### src/rtl/payload_scan_pkg.sv
// payload_scan_pkg
//   Shared types for the payload scan controller: FSM state encoding, the
//   drain length that covers the engine pipeline, and the result record
//   captured at the end of each packet.
//   The result record is sized from the DEF_* widths. The top-level
//   parameters default to these widths and must stay equal to them.
package payload_scan_pkg;

    localparam int DEF_NUM_ENGINES = 32;
    localparam int DEF_PKT_ID_W    = 16;
    localparam int DEF_LEN_W       = 11;

    // One cycle for the registered eng_en to reach the engines, plus one
    // cycle for the engine flops to update before the match is sampled.
    localparam int DRAIN_CYCLES = 2;

    typedef enum logic [2:0] {
        ST_CLEAR,
        ST_IDLE,
        ST_SCAN,
        ST_DRAIN,
        ST_REPORT
    } state_t;

    typedef struct packed {
        logic [DEF_PKT_ID_W-1:0]    pkt_id;
        logic [DEF_NUM_ENGINES-1:0] match;
        logic                       any;
        logic [DEF_LEN_W-1:0]       len;
        logic                       err;
    } result_t;

endpackage

### src/rtl/payload_scan_stats.sv
// payload_scan_stats
//   Free-running 32-bit wrapping event counters for the scan controller.
//   Ports:
//     clk, rst        clock, asynchronous active-high reset
//     i_pkt_hs        result handshake this cycle
//     i_alert         result handshake with any match set
//     i_drop          non-sop beat dropped while idle
//     o_pkts          handshake count
//     o_alerts        alerting handshake count
//     o_drops         dropped beat count
module payload_scan_stats (
    input  logic        clk,
    input  logic        rst,
    input  logic        i_pkt_hs,
    input  logic        i_alert,
    input  logic        i_drop,
    output logic [31:0] o_pkts,
    output logic [31:0] o_alerts,
    output logic [31:0] o_drops
);

    logic [31:0] r_pkts;
    logic [31:0] r_alerts;
    logic [31:0] r_drops;

    always_ff @(posedge clk or posedge rst) begin
        if (rst) begin
            r_pkts   <= '0;
            r_alerts <= '0;
            r_drops  <= '0;
        end else begin
            if (i_pkt_hs) r_pkts   <= r_pkts + 32'd1;
            if (i_alert)  r_alerts <= r_alerts + 32'd1;
            if (i_drop)   r_drops  <= r_drops + 32'd1;
        end
    end

    assign o_pkts   = r_pkts;
    assign o_alerts = r_alerts;
    assign o_drops  = r_drops;

endmodule

### src/rtl/payload_scan_ctrl.sv
// payload_scan_ctrl
//   Feeds packet payload bytes into a bank of regex engines and reports the
//   engine match vector once per packet.
//   Flow per packet: CLEAR (engine clear pulse) -> IDLE (wait for sop) ->
//   SCAN (one byte per cycle) -> DRAIN (engine pipeline settles) ->
//   REPORT (hold result until consumed).
//   Ports:
//     clk, rst                  clock, asynchronous active-high reset
//     s_valid/s_ready/s_data    payload byte stream
//     s_sop/s_eop/s_pkt_id      packet framing and tag (tag taken on sop)
//     eng_sod                   engine bank clear
//     eng_en/eng_byte           registered engine enable and byte
//     eng_match                 engine sticky match outputs
//     r_valid/r_ready           result handshake
//     r_pkt_id/r_match/r_any    captured tag, match vector and its OR
//     r_len/r_err               saturating byte count, truncation flag
//   Optional: define PAYLOAD_SCAN_STATS_EN to add the stat_pkts,
//   stat_alerts and stat_drops counter outputs.
module payload_scan_ctrl
    import payload_scan_pkg::*;
#(
    parameter int NUM_ENGINES = DEF_NUM_ENGINES,
    parameter int PKT_ID_W    = DEF_PKT_ID_W,
    parameter int LEN_W       = DEF_LEN_W
) (
    input  logic                   clk,
    input  logic                   rst,
    input  logic                   s_valid,
    output logic                   s_ready,
    input  logic [7:0]             s_data,
    input  logic                   s_sop,
    input  logic                   s_eop,
    input  logic [PKT_ID_W-1:0]    s_pkt_id,
    output logic                   eng_sod,
    output logic                   eng_en,
    output logic [7:0]             eng_byte,
    input  logic [NUM_ENGINES-1:0] eng_match,
`ifdef PAYLOAD_SCAN_STATS_EN
    output logic [31:0]            stat_pkts,
    output logic [31:0]            stat_alerts,
    output logic [31:0]            stat_drops,
`endif
    output logic                   r_valid,
    input  logic                   r_ready,
    output logic [PKT_ID_W-1:0]    r_pkt_id,
    output logic [NUM_ENGINES-1:0] r_match,
    output logic                   r_any,
    output logic [LEN_W-1:0]       r_len,
    output logic                   r_err
);

    state_t                r_state;
    state_t                w_next;
    logic [1:0]            r_drain_cnt;
    logic [PKT_ID_W-1:0]   r_id;
    logic [LEN_W-1:0]      r_len_cnt;
    logic                  r_err_flag;
    logic                  r_eng_en;
    logic [7:0]            r_eng_byte;
    result_t               r_res;
    logic                  w_take;
    logic                  w_trunc;
    logic                  w_drain_done;

    assign w_drain_done = (r_state == ST_DRAIN) &&
                          (r_drain_cnt == 2'(DRAIN_CYCLES - 1));

    always_comb begin
        w_next  = r_state;
        s_ready = 1'b0;
        eng_sod = 1'b0;
        w_take  = 1'b0;
        w_trunc = 1'b0;
        case (r_state)
            ST_CLEAR: begin
                eng_sod = 1'b1;
                w_next  = ST_IDLE;
            end
            ST_IDLE: begin
                // Non-sop beats are accepted here and thrown away.
                s_ready = 1'b1;
                if (s_valid && s_sop) begin
                    w_take = 1'b1;
                    w_next = s_eop ? ST_DRAIN : ST_SCAN;
                end
            end
            ST_SCAN: begin
                // A new sop ends the current packet; the beat is held off
                // and picked up again once the bank has been cleared.
                if (s_valid && s_sop) begin
                    w_trunc = 1'b1;
                    w_next  = ST_DRAIN;
                end else begin
                    s_ready = 1'b1;
                    if (s_valid) begin
                        w_take = 1'b1;
                        if (s_eop) w_next = ST_DRAIN;
                    end
                end
            end
            ST_DRAIN: begin
                if (w_drain_done) w_next = ST_REPORT;
            end
            ST_REPORT: begin
                if (r_ready) w_next = ST_CLEAR;
            end
            default: w_next = ST_CLEAR;
        endcase
    end

    always_ff @(posedge clk or posedge rst) begin
        if (rst) begin
            r_state     <= ST_CLEAR;
            r_drain_cnt <= '0;
            r_id        <= '0;
            r_len_cnt   <= '0;
            r_err_flag  <= 1'b0;
            r_eng_en    <= 1'b0;
            r_eng_byte  <= '0;
            r_res       <= '0;
        end else begin
            r_state     <= w_next;
            r_eng_en    <= w_take;
            if (w_take) r_eng_byte <= s_data;
            r_drain_cnt <= (r_state == ST_DRAIN) ? r_drain_cnt + 2'd1 : 2'd0;

            if (r_state == ST_CLEAR) begin
                r_len_cnt  <= '0;
                r_err_flag <= 1'b0;
            end else if (r_state == ST_IDLE && w_take) begin
                r_id      <= s_pkt_id;
                r_len_cnt <= LEN_W'(1);
            end else if (r_state == ST_SCAN && w_take && r_len_cnt != '1) begin
                r_len_cnt <= r_len_cnt + LEN_W'(1);
            end

            if (w_trunc) r_err_flag <= 1'b1;

            if (w_drain_done) begin
                r_res.pkt_id <= r_id;
                r_res.match  <= eng_match;
                r_res.any    <= |eng_match;
                r_res.len    <= r_len_cnt;
                r_res.err    <= r_err_flag;
            end
        end
    end

    assign eng_en   = r_eng_en;
    assign eng_byte = r_eng_byte;
    assign r_valid  = (r_state == ST_REPORT);
    assign r_pkt_id = r_res.pkt_id;
    assign r_match  = r_res.match;
    assign r_any    = r_res.any;
    assign r_len    = r_res.len;
    assign r_err    = r_res.err;

`ifdef PAYLOAD_SCAN_STATS_EN
    logic w_hs;
    logic w_drop;

    assign w_hs   = r_valid & r_ready;
    assign w_drop = (r_state == ST_IDLE) & s_valid & ~s_sop;

    payload_scan_stats u_stats (
        .clk      (clk),
        .rst      (rst),
        .i_pkt_hs (w_hs),
        .i_alert  (w_hs & r_res.any),
        .i_drop   (w_drop),
        .o_pkts   (stat_pkts),
        .o_alerts (stat_alerts),
        .o_drops  (stat_drops)
    );
`endif

endmodule

### config.mk
export PLATFORM = sky130hd
export DESIGN_NAME = payload_scan_ctrl
export DESIGN_NICKNAME = d
export VERILOG_FILES = /design/src/rtl/payload_scan_pkg.sv /design/src/rtl/payload_scan_stats.sv /design/src/rtl/payload_scan_ctrl.sv
export SDC_FILE = /design/constraint.sdc
export NUM_CORES = 1
export LEC_CHECK = 0
export BUFFER_PORTS_ARGS = -buffer_cell sky130_fd_sc_hd__buf_2
export CAP_MARGIN = 20
export CORE_MARGIN = 3
export CORE_UTILIZATION = 45
export DETAILED_ROUTE_END_ITERATION = 7
export GPL_TIMING_DRIVEN = 0
export PLACE_DENSITY = 0.78
export SETUP_SLACK_MARGIN = 0.5
export SLEW_MARGIN = 20
export SYNTH_ARGS = -nofsm -noshare
export SYNTH_HDL_FRONTEND = slang
export SYNTH_SLANG_ARGS = --single-unit
### constraint.sdc
create_clock -name clk -period 3.45 [get_ports clk]
set_input_delay 0.8625 -clock clk [delete_from_list [all_inputs] [get_ports clk]]
set_output_delay 0.8625 -clock clk [all_outputs]
set_load 0.01 [all_outputs]
**Word-level counts from Yosys, hierarchy flattened**

Cells that the tools add are included.
W data, S select, Z words.

- Output and inout bits: 73
- Flip-flop bits (word level): 103
- Input bits: 62

- Bitwise logic cells: 1
- Muxes and demuxes: 22
- Eq/ne operators: 11
- Reductions and logical operators: 11
- $add $sub $neg: 2

Operator list:

| cell | count |
|---|---|
| $mux W11 | 3 |
| $reduce_or A32 Y1 | 1 |
| $mux W3 | 6 |
| $pmux W3 S5 | 1 |
| $add A11 B1 Y11 const B | 1 |
| $ne A11 B11 Y1 const B | 1 |
| $mux W1 | 9 |
| $eq A3 B2 Y1 const B | 2 |
| $ne A3 B3 Y1 const B | 2 |
| $logic_and A1 B1 Y1 | 5 |
| $reduce_and A5 Y1 | 1 |
| $ne A2 B2 Y1 const B | 2 |
| $pmux W1 S2 | 2 |
| $eq A3 B1 Y1 const B | 1 |
| $eq A3 B3 Y1 const B | 1 |
| $logic_not A3 Y1 | 1 |
| $reduce_bool A3 Y1 | 1 |
| $add A2 B1 Y2 const B | 1 |
| $eq A2 B1 Y1 const B | 1 |
| $mux W2 | 1 |
| $ne A2 B1 Y1 const B | 1 |
| $reduce_and A2 Y1 | 1 |
| $reduce_bool A2 Y1 | 1 |
| $not A1 Y1 | 1 |

**Logic depth before layout (Yosys ltp)**

Gate-level depths: netlist (run 1).

- Depth in word-level cells: 8
- Gate-level depth with buffers: 6
- Depth with buffers taken out: 5

**Worst setup path before layout (run 1)**

Ideal clock, no wire load.

- Path type: input to register
- Start point: in s_sop
- End point: reg r_len_cnt[3]
- Setup time: 0.079 ns
- Path slack: 1.399 ns
- Required time: 3.371 ns
- Data arrival time: 1.972 ns
- Stages: 5
- Cell sequence: and4bb_1 > nand2_2 > buf_6 > or4_1 > a21oi_1

- Cells in the longest elaborated chain, start to end: 6
- Elaborated cells on any way between the ends: 10

Ends and longest elaborated chain:

| what | line | source |
|---|---|---|
| start, declared | payload_scan_ctrl.sv:31 | `input logic s_sop,` |
| $logic_and A1 B1 Y1 * | payload_scan_ctrl.sv:82, payload_scan_ctrl.sv:90 |  |
| $mux W1, on equally long branches | payload_scan_ctrl.sv:90, payload_scan_ctrl.sv:82 |  |
| $pmux W1 S2 * | payload_scan_ctrl.sv:74 | `case (r_state)` |
| $logic_and A1 B1 Y1, on equally long branches | payload_scan_ctrl.sv:130, payload_scan_ctrl.sv:133 |  |
| $mux W11 / $logic_and A1 B1 Y1 (equally long branches) | payload_scan_ctrl.sv:130, payload_scan_ctrl.sv:133 |  |
| $mux W11 / $reduce_bool A3 Y1 (equally long branches) | -- |  |
| end signal, assigned | payload_scan_ctrl.sv:134 | `r_len_cnt <= r_len_cnt + LEN_W'(1);` |
| end, declared | payload_scan_ctrl.sv:56 | `logic [LEN_W-1:0] r_len_cnt;` |

Mark *: on every way between the ends. The rest lies on a longest branch, timed or not.
A chain may end at the register's enable or synchronous reset.

**Worst setup path after layout (run 1)**

- Start point: reg r_state[1]
- End point: out s_ready

- Cells in the longest elaborated chain, start to end: 2
- Elaborated cells on any way between the ends: 3

Ends and longest elaborated chain:

| what | line | source |
|---|---|---|
| start, declared | payload_scan_ctrl.sv:52 | `state_t r_state;` |
| start signal, assigned | payload_scan_ctrl.sv:122 | `r_state <= w_next;` |
| $eq A3 B2 Y1 / $eq A3 B1 Y1 (equally long branches) | payload_scan_ctrl.sv:74 |  |
| $pmux W1 S2 * | payload_scan_ctrl.sv:74 |  |
| end, declared | payload_scan_ctrl.sv:29 | `output logic s_ready,` |

Marks and branches as above.

==> flow_metrics.tcl, run 1 <==
set metrics [dict create \
    cts.clk_slew.worst_paths_ns 0.09 \
    status "complete, no violations" \
    drc_errors 0 \
    cp-start-kind "flop" \
    layout_common_cells "143 x buf_2, 103 x dfrtp_1, 83 x mux2_2, 10 x a21oi_1" \
    fmax_ghz 0.4303 \
    power_leakage_uw 0.002559 \
    period_needed_ns 2.324 \
    syn2layout_area_growth_pct 26.13 \
    power_uw 4409 \
    tightest_slew_ns 1.021 \
    fin_tns_setup_ns 0 \
    wl_met2_mm 4.266 \
    layout_commonest_cell "buf_2" \
    maxCapViolations 0 \
    track_usage 0.1677 \
    ir_worst_vdd_v 0.0003755 \
    synth_area_um2 4223 \
    fin_nets 512 \
    worstPathArrival_ns 1.46 \
    vias 2977 \
    initialDrtViolationCount 134 \
    core_area_um2 8934 \
    tritoncts "yes" \
    slowest_stage "dfrtp_1" \
    drive_above_1_share 0.5664 \
    setup_viol 0 \
    ios 135 \
    skew_ns 0.007006 \
    yosys_warnings 0 \
    antenna_cells 0 \
    fillerInstances 726 \
    timing.hold.ws_ns 0.4461 \
    p_int_uw 3014 \
    ys_seq_area_frac 0.6104 \
    swShare 0.3164 \
    synthCells 300 \
    rsz0062_at_grt "no" \
    grt_pass1_vias 2991 \
    cts-root-buf "clkbuf_8" \
    io_buffers 134 \
    powerDensity_nw_per_um2 827.8 \
    yosysUniqueCellTypes 39 \
    core.rowCount 34 \
    ys_ff_latch 103 \
    grt_max_degree 36 \
    die_area_um2 10580 \
    routed_wl_mm 9.018 \
    synth_nets 364 \
    start_util 0.4727 \
    power.share.clock 0.196 \
    post-cts-setup-buffer-count 0 \
    die_y_um 102.9 \
    timing.critical_path.cells "buf_2 > nor2b_1 > a21oi_1 > nor2_1 > buf_2" \
    grt_pass1_wl_mm 13.97 \
    critPathKind "flop to primary output" \
    antenna_found_initial 0 \
    maxSlewHeadroom 0.3154 \
    crit_fanout 10 \
    max_stage_delay_ns 0.40 \
    ctsResizeCount 0 \
    hp-class "flop to flop" \
    route.met3.wl_um 848 \
    routedWlPerCell_um 16.10 \
    end_kind "primary output" \
    seqPwrFrac 0.444 \
    gp_congestion 0.8149 \
    post-route-period-util 0.6736 \
    netSwitchingPower_uw 1395 \
    maxUsedRoutingLayer "met4" \
    cp.required_ns 2.59 \
    cts_max_level 3 \
    avgSynthCellArea_um2 14.08 \
    drv_slew 0 \
    die_w_um 102.9 \
    cpMostUsedCell "buf_2" \
    first_pass_iters 4 \
    numCtsBuffers 9 \
    combPwrFrac 0.360 \
    cts_buffer_depth 2 \
    grt_overflow 0 \
    vias_per_cell 5.316 \
    clk_latency_ns 0.34 \
    dp_hpwl_mm 6.853 \
    cts_hold_buf 0 \
    fin_util 0.5962 \
    cts.sinks 103 \
    routedLengthMet1_mm 3.835 \
    finalHoldViolCount 0 \
    antenna_left 0 \
]
[worst paths after layout]
check                      cells past startpoint  slack, ns                     start                        to
min                                            1       0.45  r_drain_cnt[0]$_DFF_PP0_  r_drain_cnt[0]$_DFF_PP0_
max in group asynchronous                      4       2.31                       rst  r_drain_cnt[0]$_DFF_PP0_
max                                            5       1.13    r_state[1]$_DFFE_PP0P_                   s_ready
min in group asynchronous                      2       0.48                       rst   r_match[16]$_DFFE_PP0P_
max reg2reg                                    5       1.51  r_len_cnt[0]$_DFFE_PP0P_  r_len_cnt[0]$_DFFE_PP0P_
min reg2reg                                    1       0.45  r_drain_cnt[0]$_DFF_PP0_  r_drain_cnt[0]$_DFF_PP0_
[critical path: cells and delay by family (launching register included)]
kind	cells	cell delay [ns]
flip-flops	1	0.40
buffers and inverters	2	0.36
AND/OR/NAND/NOR	2	0.27
AO/OA/AOI/OAI	1	0.08
[flip-flops by register name, indices dropped and copies added (netlist names)]
| signal | count |
|---|---|
| eng_byte | 8 |
| eng_en | 1 |
| r_any | 1 |
| r_drain_cnt | 2 |
| r_err | 1 |
| r_err_flag | 1 |
| r_id | 16 |
| r_len | 11 |
| r_len_cnt | 11 |
| r_match | 32 |
| r_pkt_id | 16 |
| r_state | 3 |
[through the flow]
step / std cells / instance area, um^2 / worst slack [ns]
after global placement: 542 / 5032 / 0.7296
after global routing: 560 / 5326 / 0.9772
after CTS: 560 / 5326 / 1.088
final: 560 / 5326 / 1.126
after floorplan: 300 / 4227 / 1.356
after detailed placement: 545 / 5092 / 1.022
[routing by layer]
layer	global-route usage	vias up
li1	-	1384
met1	0.2100	1456
met2	0.2790	129
met3	0.05210	8
met4	0.05378	0
met5	0	-
[power groups by stage]
stage / Clock, uW / Combinational, uW / Sequential (uW)
6_report: 865 / 1590 / 1960
5_1_grt: 941 / 1750 / 2020
4_1_cts: 900 / 1620 / 1960
3_5_place_dp: 0 / 1610 / 1990
3_3_place_gp: 0 / 1550 / 1950
2_1_floorplan: 0 / 831 / 2120
[Yosys cell counts, drive strengths merged]
cell type | instances | share of area
a311oi | 1 | 0.0021
a221oi | 1 | 0.0021
nor2 | 9 | 0.0098
nor2b | 2 | 0.0030
nor3 | 4 | 0.0047
o21ai | 5 | 0.0059
a31oi | 1 | 0.0015
o31ai | 5 | 0.0089
or3 | 1 | 0.0015
nand4 | 6 | 0.010
a21oi | 10 | 0.012
a211oi | 3 | 0.0053
and3 | 1 | 0.0015
inv | 7 | 0.0062
mux2i | 1 | 0.0024
buf | 12 | 0.017
o21a | 1 | 0.0018
o41ai | 2 | 0.0041
nand2 | 10 | 0.0095
or4 | 5 | 0.0089
nand4b | 1 | 0.0021
and3b | 1 | 0.0024
mux2 | 84 | 0.22
ha | 2 | 0.0059
nand3 | 7 | 0.0095
nor4 | 10 | 0.018
and4bb | 1 | 0.0030
dfrtp | 103 | 0.61
and2 | 4 | 0.0062
[area by class of cell]
class | count | area [um^2] | share of cell area
Buffer | 12 | 71.32 | 0.01339
Clock buffer | 9 | 123.9 | 0.02326
Clock inverter | 6 | 110.1 | 0.02067
Inverter | 7 | 30.03 | 0.005638
Multi-Input combinational cell | 178 | 1548 | 0.2906
Sequential cell | 103 | 2577 | 0.4839
Tap cell | 108 | 135.1 | 0.02537
Timing Repair Buffer | 137 | 730.7 | 0.1372
[cells by family (layout without fill, tap and decap cells)]
group,after synthesis,in the layout,share of synthesized area
AOI/OAI and AO/OA,29,29,0.04356
adders and majority gates,2,2,0.005925
buffers and inverters,19,171,0.02311
DFF,103,103,0.6104
muxes,85,85,0.2264
and+or+nand+nor,62,62,0.09067
Power figures use the tool's default switching activity.
==> run 2, diff against run 1 <==
ABC_AREA = 1   (was not set)
PLACE_DENSITY = 0.77   (was 0.78)
clock period = 2.05 ns   (was 3.45 ns; I/O delays follow)
==> run 2 against run 1 <==
Die area grew 2.5%. Largest power group unchanged. Clock-buffer cell count stayed put. Worst setup slack worse by 0.85 ns. Wire length grew 23%. Highest routed layer unchanged. Critical path type unchanged. Final area increased by 10%. Clock skew is 0.013 ns higher. Global-route usage rose by 2.4 points.
==> flow_metrics.tcl, run 2 <==
set metrics [dict create \
    dp_hpwl_mm 7.701 \
    fin_nets 753 \
    maxCapViolations 0 \
    antenna_found_initial 0 \
    vias 3952 \
    core_area_um2 9284 \
    r2r-start "r_state[1]$_DFFE_PP0P_" \
    cp-start-kind "flop" \
    rsz0062_at_grt "yes" \
    io_buffers 134 \
    routedWlPerCell_um 13.44 \
    grt_max_degree 36 \
    ys_ff_latch 103 \
    power_leakage_uw 0.003196 \
    synth_area_leaders "dfrtp_1 59%, nand2_1 20%, inv_1 3.6%" \
    grt_pass1_wl_mm 17.16 \
    setup_viol 0 \
    fmax_ghz 0.5631 \
    grt_pass1_vias 3651 \
    ir_worst_vdd_v 0.0007716 \
    antenna_left 0 \
    track_usage 0.1919 \
    grt_overflow 0 \
    post-route-period-util 0.8662 \
    initialDrtViolationCount 174 \
    yosys_warnings 0 \
    first_pass_iters 4 \
    die_y_um 104.1 \
    maxSlewHeadroom 0.7683 \
    cts_buffer_depth 2 \
    layout_common_cells "224 x nand2_1, 135 x buf_2, 101 x dfrtp_1, 39 x inv_1, 32 x nor2_1" \
    place_ws_ns 0.3216 \
    crit_fanout 3 \
    clk_latency_ns 0.37 \
    synth_flop_cell "dfrtp_1" \
    gp_congestion 0.8135 \
    hp-class "input port to asynchronous set/reset pin" \
    synth_area_um2 4334 \
    status "complete, no violations" \
    vias_per_cell 4.802 \
    core.rowCount 35 \
    skew_ns 0.01963 \
    synthTopCellsByCount "226 x nand2_1, 103 x dfrtp_1, 42 x inv_1" \
    synth_nets 576 \
    yosysUniqueCellTypes 25 \
    fillerInstances 795 \
    synthCells 512 \
    numCtsBuffers 9 \
    fin_util 0.6323 \
    reg2reg_depth 10 \
    routed_wl_mm 11.06 \
    dp.cells 778 \
    ys_seq_area_frac 0.5947 \
    synthMostInstantiatedCell "nand2_1" \
    powerDensity_nw_per_um2 1300 \
    tightest_slew_ns 0.3463 \
    worst_slack_ns 0.2742 \
    cts.clk_slew.worst_paths_ns 0.11 \
    cts-root-buf "clkbuf_8" \
    ios 135 \
    yosys.area.top_type "dfrtp_1" \
    worstPathArrival_ns 1.26 \
    async_reset_ff_frac 1.000 \
    avgSynthCellArea_um2 8.465 \
    period_needed_ns 1.776 \
    largest_reg_flops 32 \
    layout_commonest_cell "nand2_1" \
    die_area_um2 10850 \
    cts_max_level 3 \
    cp.required_ns 1.54 \
    end_kind "primary output" \
    power_uw 7629 \
    drv_slew 0 \
    start_util 0.4668 \
    antenna_cells 0 \
    tritoncts "yes" \
    synth_edf_count 0 \
    finalHoldViolCount 0 \
    cts.sinks 103 \
    startpoint "r_state[1]$_DFFE_PP0P_" \
    die_w_um 104.1 \
    critPathKind "flop to primary output" \
    drive_above_1_share 0.3242 \
    layout.cells.non_filler 823 \
    yosys.area.top_type_share 0.5947 \
    drc_errors 0 \
    syn2layout_area_growth_pct 35.45 \
    timing.hold.ws_ns 0.01328 \
]
## run 2: changes by cell type in the layout (fill, tap and decap cells not counted), moves of 6 or more
cell and change:
inv_1 +34, o21ai_0 +7, nand3_1 +13, nor4_1 -9
nor2_1 +24, a21oi_1 -8, mux2_2 -83, o21ai_1 +29
buf_2 -8, nand2_1 +215, buf_6 +6, buf_4 +21
## run 2: kinds of logic (layout without fill, tap and decap cells)
logic type      count (synthesis)  after routing  share of synthesized area
buf+inv                        62            244                    0.06178
fa+ha+maj                       2              2                   0.005773
simple gates                  291            291                     0.2685
compound gates                 48             48                    0.05716
flops                         103            103                     0.5947
xor+xnor                        6              6                    0.01212
## run 2: per-stage QoR
step           area [um^2]  TNS (ns)
6_report              5871         0
5_1_grt               5871         0
4_1_cts               5512         0
3_5_place_dp          5230         0
3_3_place_gp          5170    -33.12
2_1_floorplan         4338         0
## run 2: path summary, 6_finish.rpt
| kind | end | slack [ns] |
|---|---|---|
| max in group asynchronous | r_state[2]$_DFFE_PP0P_ | 1.36 |
| min reg2reg | r_drain_cnt[0]$_DFF_PP0_ | 0.45 |
| max | s_ready | 0.27 |
| min | r_match[29]$_DFFE_PP0P_ | 0.01 |
| min in group clk | r_id[15]$_DFFE_PP0P_ | 0.33 |
| max reg2reg | r_any$_DFFE_PP0P_ | 0.45 |
## run 2: routing by layer
layer  GRT usage  part of all wire
met1      0.2539              0.44
met2      0.3175              0.49
met5           0                 0
met3     0.03414             0.050
met4     0.07123             0.020
## run 2: worst max-delay path, stage by stage (launching register included)
cell and delay [ns]:
dfrtp_2 0.44, buf_12 0.12, nand3_4 0.07, o21ai_2 0.12, buf_2 0.14
## run 2: where the power goes
part / switching, uW / leakage, uW / internal, uW
registers: 429 / 0.00130 / 2830
clock network: 755 / 0.0000938 / 468
logic: 1770 / 0.00180 / 1380
## run 2: timing repair
action	CTS	global route
endpoints found under the setup margin	3	87
pin swaps	2	8
buffers inserted	7	15
hold buffers	0	0
resized for setup	11	50
gates cloned	0	7
## run 2: final cells by class
cell class	instances	area, um^2	area share
sequential	103	2580	0.4395
multi-input combinational	347	1531	0.2609
timing repair buffer	164	1035	0.1763
inverter	45	182.7	0.03112
buffer	17	180.2	0.03069
tap	129	161.4	0.02749
clock buffer	9	123.9	0.02110
clock inverter	7	63.81	0.01087
timing repair inverter	2	12.51	0.002131
==> run 3, diff against run 2 <==
PLACE_DENSITY = 0.83   (was 0.77)
==> run 3 against run 2 <==
Via count is 2.1% lower. Cell count is 0.49% lower. Clock power is 7% higher. Total power hardly changed. Clock skew is 0.0020 ns lower. Global-route usage is 0.84 points higher. Critical path depth stayed put. Worst setup slack better by 0.0063 ns. Non-clock buffer count is 2 lower. Sequential power hardly changed. Largest cell class unchanged. Highest routed layer unchanged.
==> flow_metrics.tcl, run 3 (synthesis gave the netlist of run 2 again) <==
set metrics [dict create \
    setup_viol 0 \
    tightest_slew_ns 0.6166 \
    fillerInstances 816 \
    startpoint "r_state[0]$_DFFE_PP0P_" \
    end_kind "primary output" \
    multi_input_area_um2 1533 \
    antenna_cells 0 \
    crit_fanout 3 \
    initialDrtViolationCount 180 \
    layout.cells.non_filler 819 \
    io_buffers 134 \
    vias 3869 \
    drv_slew 0 \
    hp-class "input port to asynchronous set/reset pin" \
    fin_nets 749 \
    cp.required_ns 1.54 \
    fmax_ghz 0.5651 \
    layout_commonest_cell "nand2_1" \
    skew_ns 0.01759 \
    core.rowCount 35 \
    r2r-start "r_state[0]$_DFFE_PP0P_" \
    slowest_stage "dfrtp_1" \
    ios 135 \
    powerDensity_nw_per_um2 1324 \
    clk_latency_ns 0.37 \
    period_needed_ns 1.769 \
    drc_errors 0 \
    cts.clk_slew.worst_paths_ns 0.11 \
    design_area_um2 5764 \
    first_pass_iters 4 \
    grt_pass1_wl_mm 17.84 \
    ff2ff_setup_slack_ns 0.42 \
    post-route-period-util 0.8632 \
    fin_util 0.6209 \
    reg2reg_depth 9 \
    dp_hpwl_mm 7.922 \
    vias_per_cell 4.724 \
    grt_busiest_layer "met2" \
    grt_max_degree 31 \
    cts_hold_buf 0 \
    routed_wl_mm 10.91 \
    cts.sinks 103 \
    drive_above_1_share 0.3174 \
    status "complete, no violations" \
    cts_max_level 3 \
    core_area_um2 9284 \
    dp.cells 778 \
    power_leakage_uw 0.003137 \
    timing.critical_path.cells "inv_2 > nand3_4 > o21ai_2 > buf_2" \
    numCtsBuffers 9 \
    rsz0062_at_grt "yes" \
    grt_pass1_vias 3866 \
    ir_worst_vdd_v 0.0007125 \
    maxSlewHeadroom 0.5881 \
    maxCapViolations 0 \
    routedWlPerCell_um 13.32 \
    die_y_um 104.1 \
    max_stage_delay_ns 0.43 \
    antenna_left 0 \
    place_ws_ns 0.3285 \
    grt_overflow 0 \
    cp_top_family "flip-flops" \
    place_area_um2 5238 \
    layout_common_cells "224 x nand2_1, 136 x buf_2, 101 x dfrtp_1, 39 x inv_1, 32 x nor2_1" \
    gr-usage-met2 0.3389 \
    cts_buffer_depth 2 \
    tritoncts "yes" \
    largest_reg_flops 32 \
    syn2layout_area_growth_pct 33.00 \
    start_util 0.4668 \
    r2r-end "r_state[2]$_DFFE_PP0P_" \
    finalHoldViolCount 0 \
    worst_slack_ns 0.2805 \
    worstPathArrival_ns 1.26 \
    critPathKind "flop to primary output" \
    cp-start-kind "flop" \
    met1_usage 0.2575 \
    path_buf_inv 2 \
    gp_congestion 0.8350 \
    power_uw 7629 \
    final-seq-area_um2 2580 \
    antenna_found_initial 0 \
    die_w_um 104.1 \
    die_area_um2 10850 \
    grtUsageMet3 0.03662 \
    cts-root-buf "clkbuf_8" \
    track_usage 0.2003 \
]
## run 3: timing repair
| item | 4_1_cts | 5_1_grt |
|---|---|---|
| resized for setup | 13 | 39 |
| endpoints found under the setup margin | 8 | 85 |
| pin swaps | 2 | 6 |
| gates cloned | 0 | 1 |
| setup buffers | 9 | 15 |
## run 3: metal layers
metal | vias up | share of wire
li1 | 1919 | -
met1 | 1806 | 0.44
met2 | 122 | 0.49
met3 | 22 | 0.048
met4 | 0 | 0.023
met5 | - | 0
## run 3: how the worst max path moves through the flow
stage	endpoint	slack (ns)	depth (start not counted)
final	s_ready	0.28	4
after detailed placement	s_ready	0.33	5
after CTS	s_ready	0.31	4
after floorplan	eng_byte[0]$_DFFE_PP0P_	0.31	1
after global routing	s_ready	0.22	4
after global placement	eng_byte[0]$_DFFE_PP0P_	-0.34	2
## run 3: cell type report
type                       instances  share of cell area
timing repair buffer             162              0.1634
tap                              129             0.02800
clock buffer                       9             0.02149
multi-input combinational        347              0.2659
inverter                          45             0.03169
sequential                       103              0.4476
clock inverter                     7             0.01389
buffer                            17             0.02800
## run 3: report_power, final
part | switching (uW) | internal, uW
Combinational | 1760 | 1320
Sequential | 414 | 2830
Clock | 730 | 577
Total | 2900 | 4730
## run 3: metrics by stage
step	hold WS, ns	setup TNS (ns)
finish	0.2075	0
global route	0.2314	0
CTS	0.2172	0
detailed placement	0.4290	0
global placement	0.4189	-34.75
floorplan	0.4090	0
## run 3: worst reg2reg max path, cell delays in order, from the launching register on
cell     delay [ns]
dfrtp_1        0.43
buf_4          0.15
buf_4          0.13
nand2_1        0.07
nor2_2         0.04
inv_2          0.07
nor2_4         0.07
buf_4          0.13
buf_2          0.15
or2_2          0.27
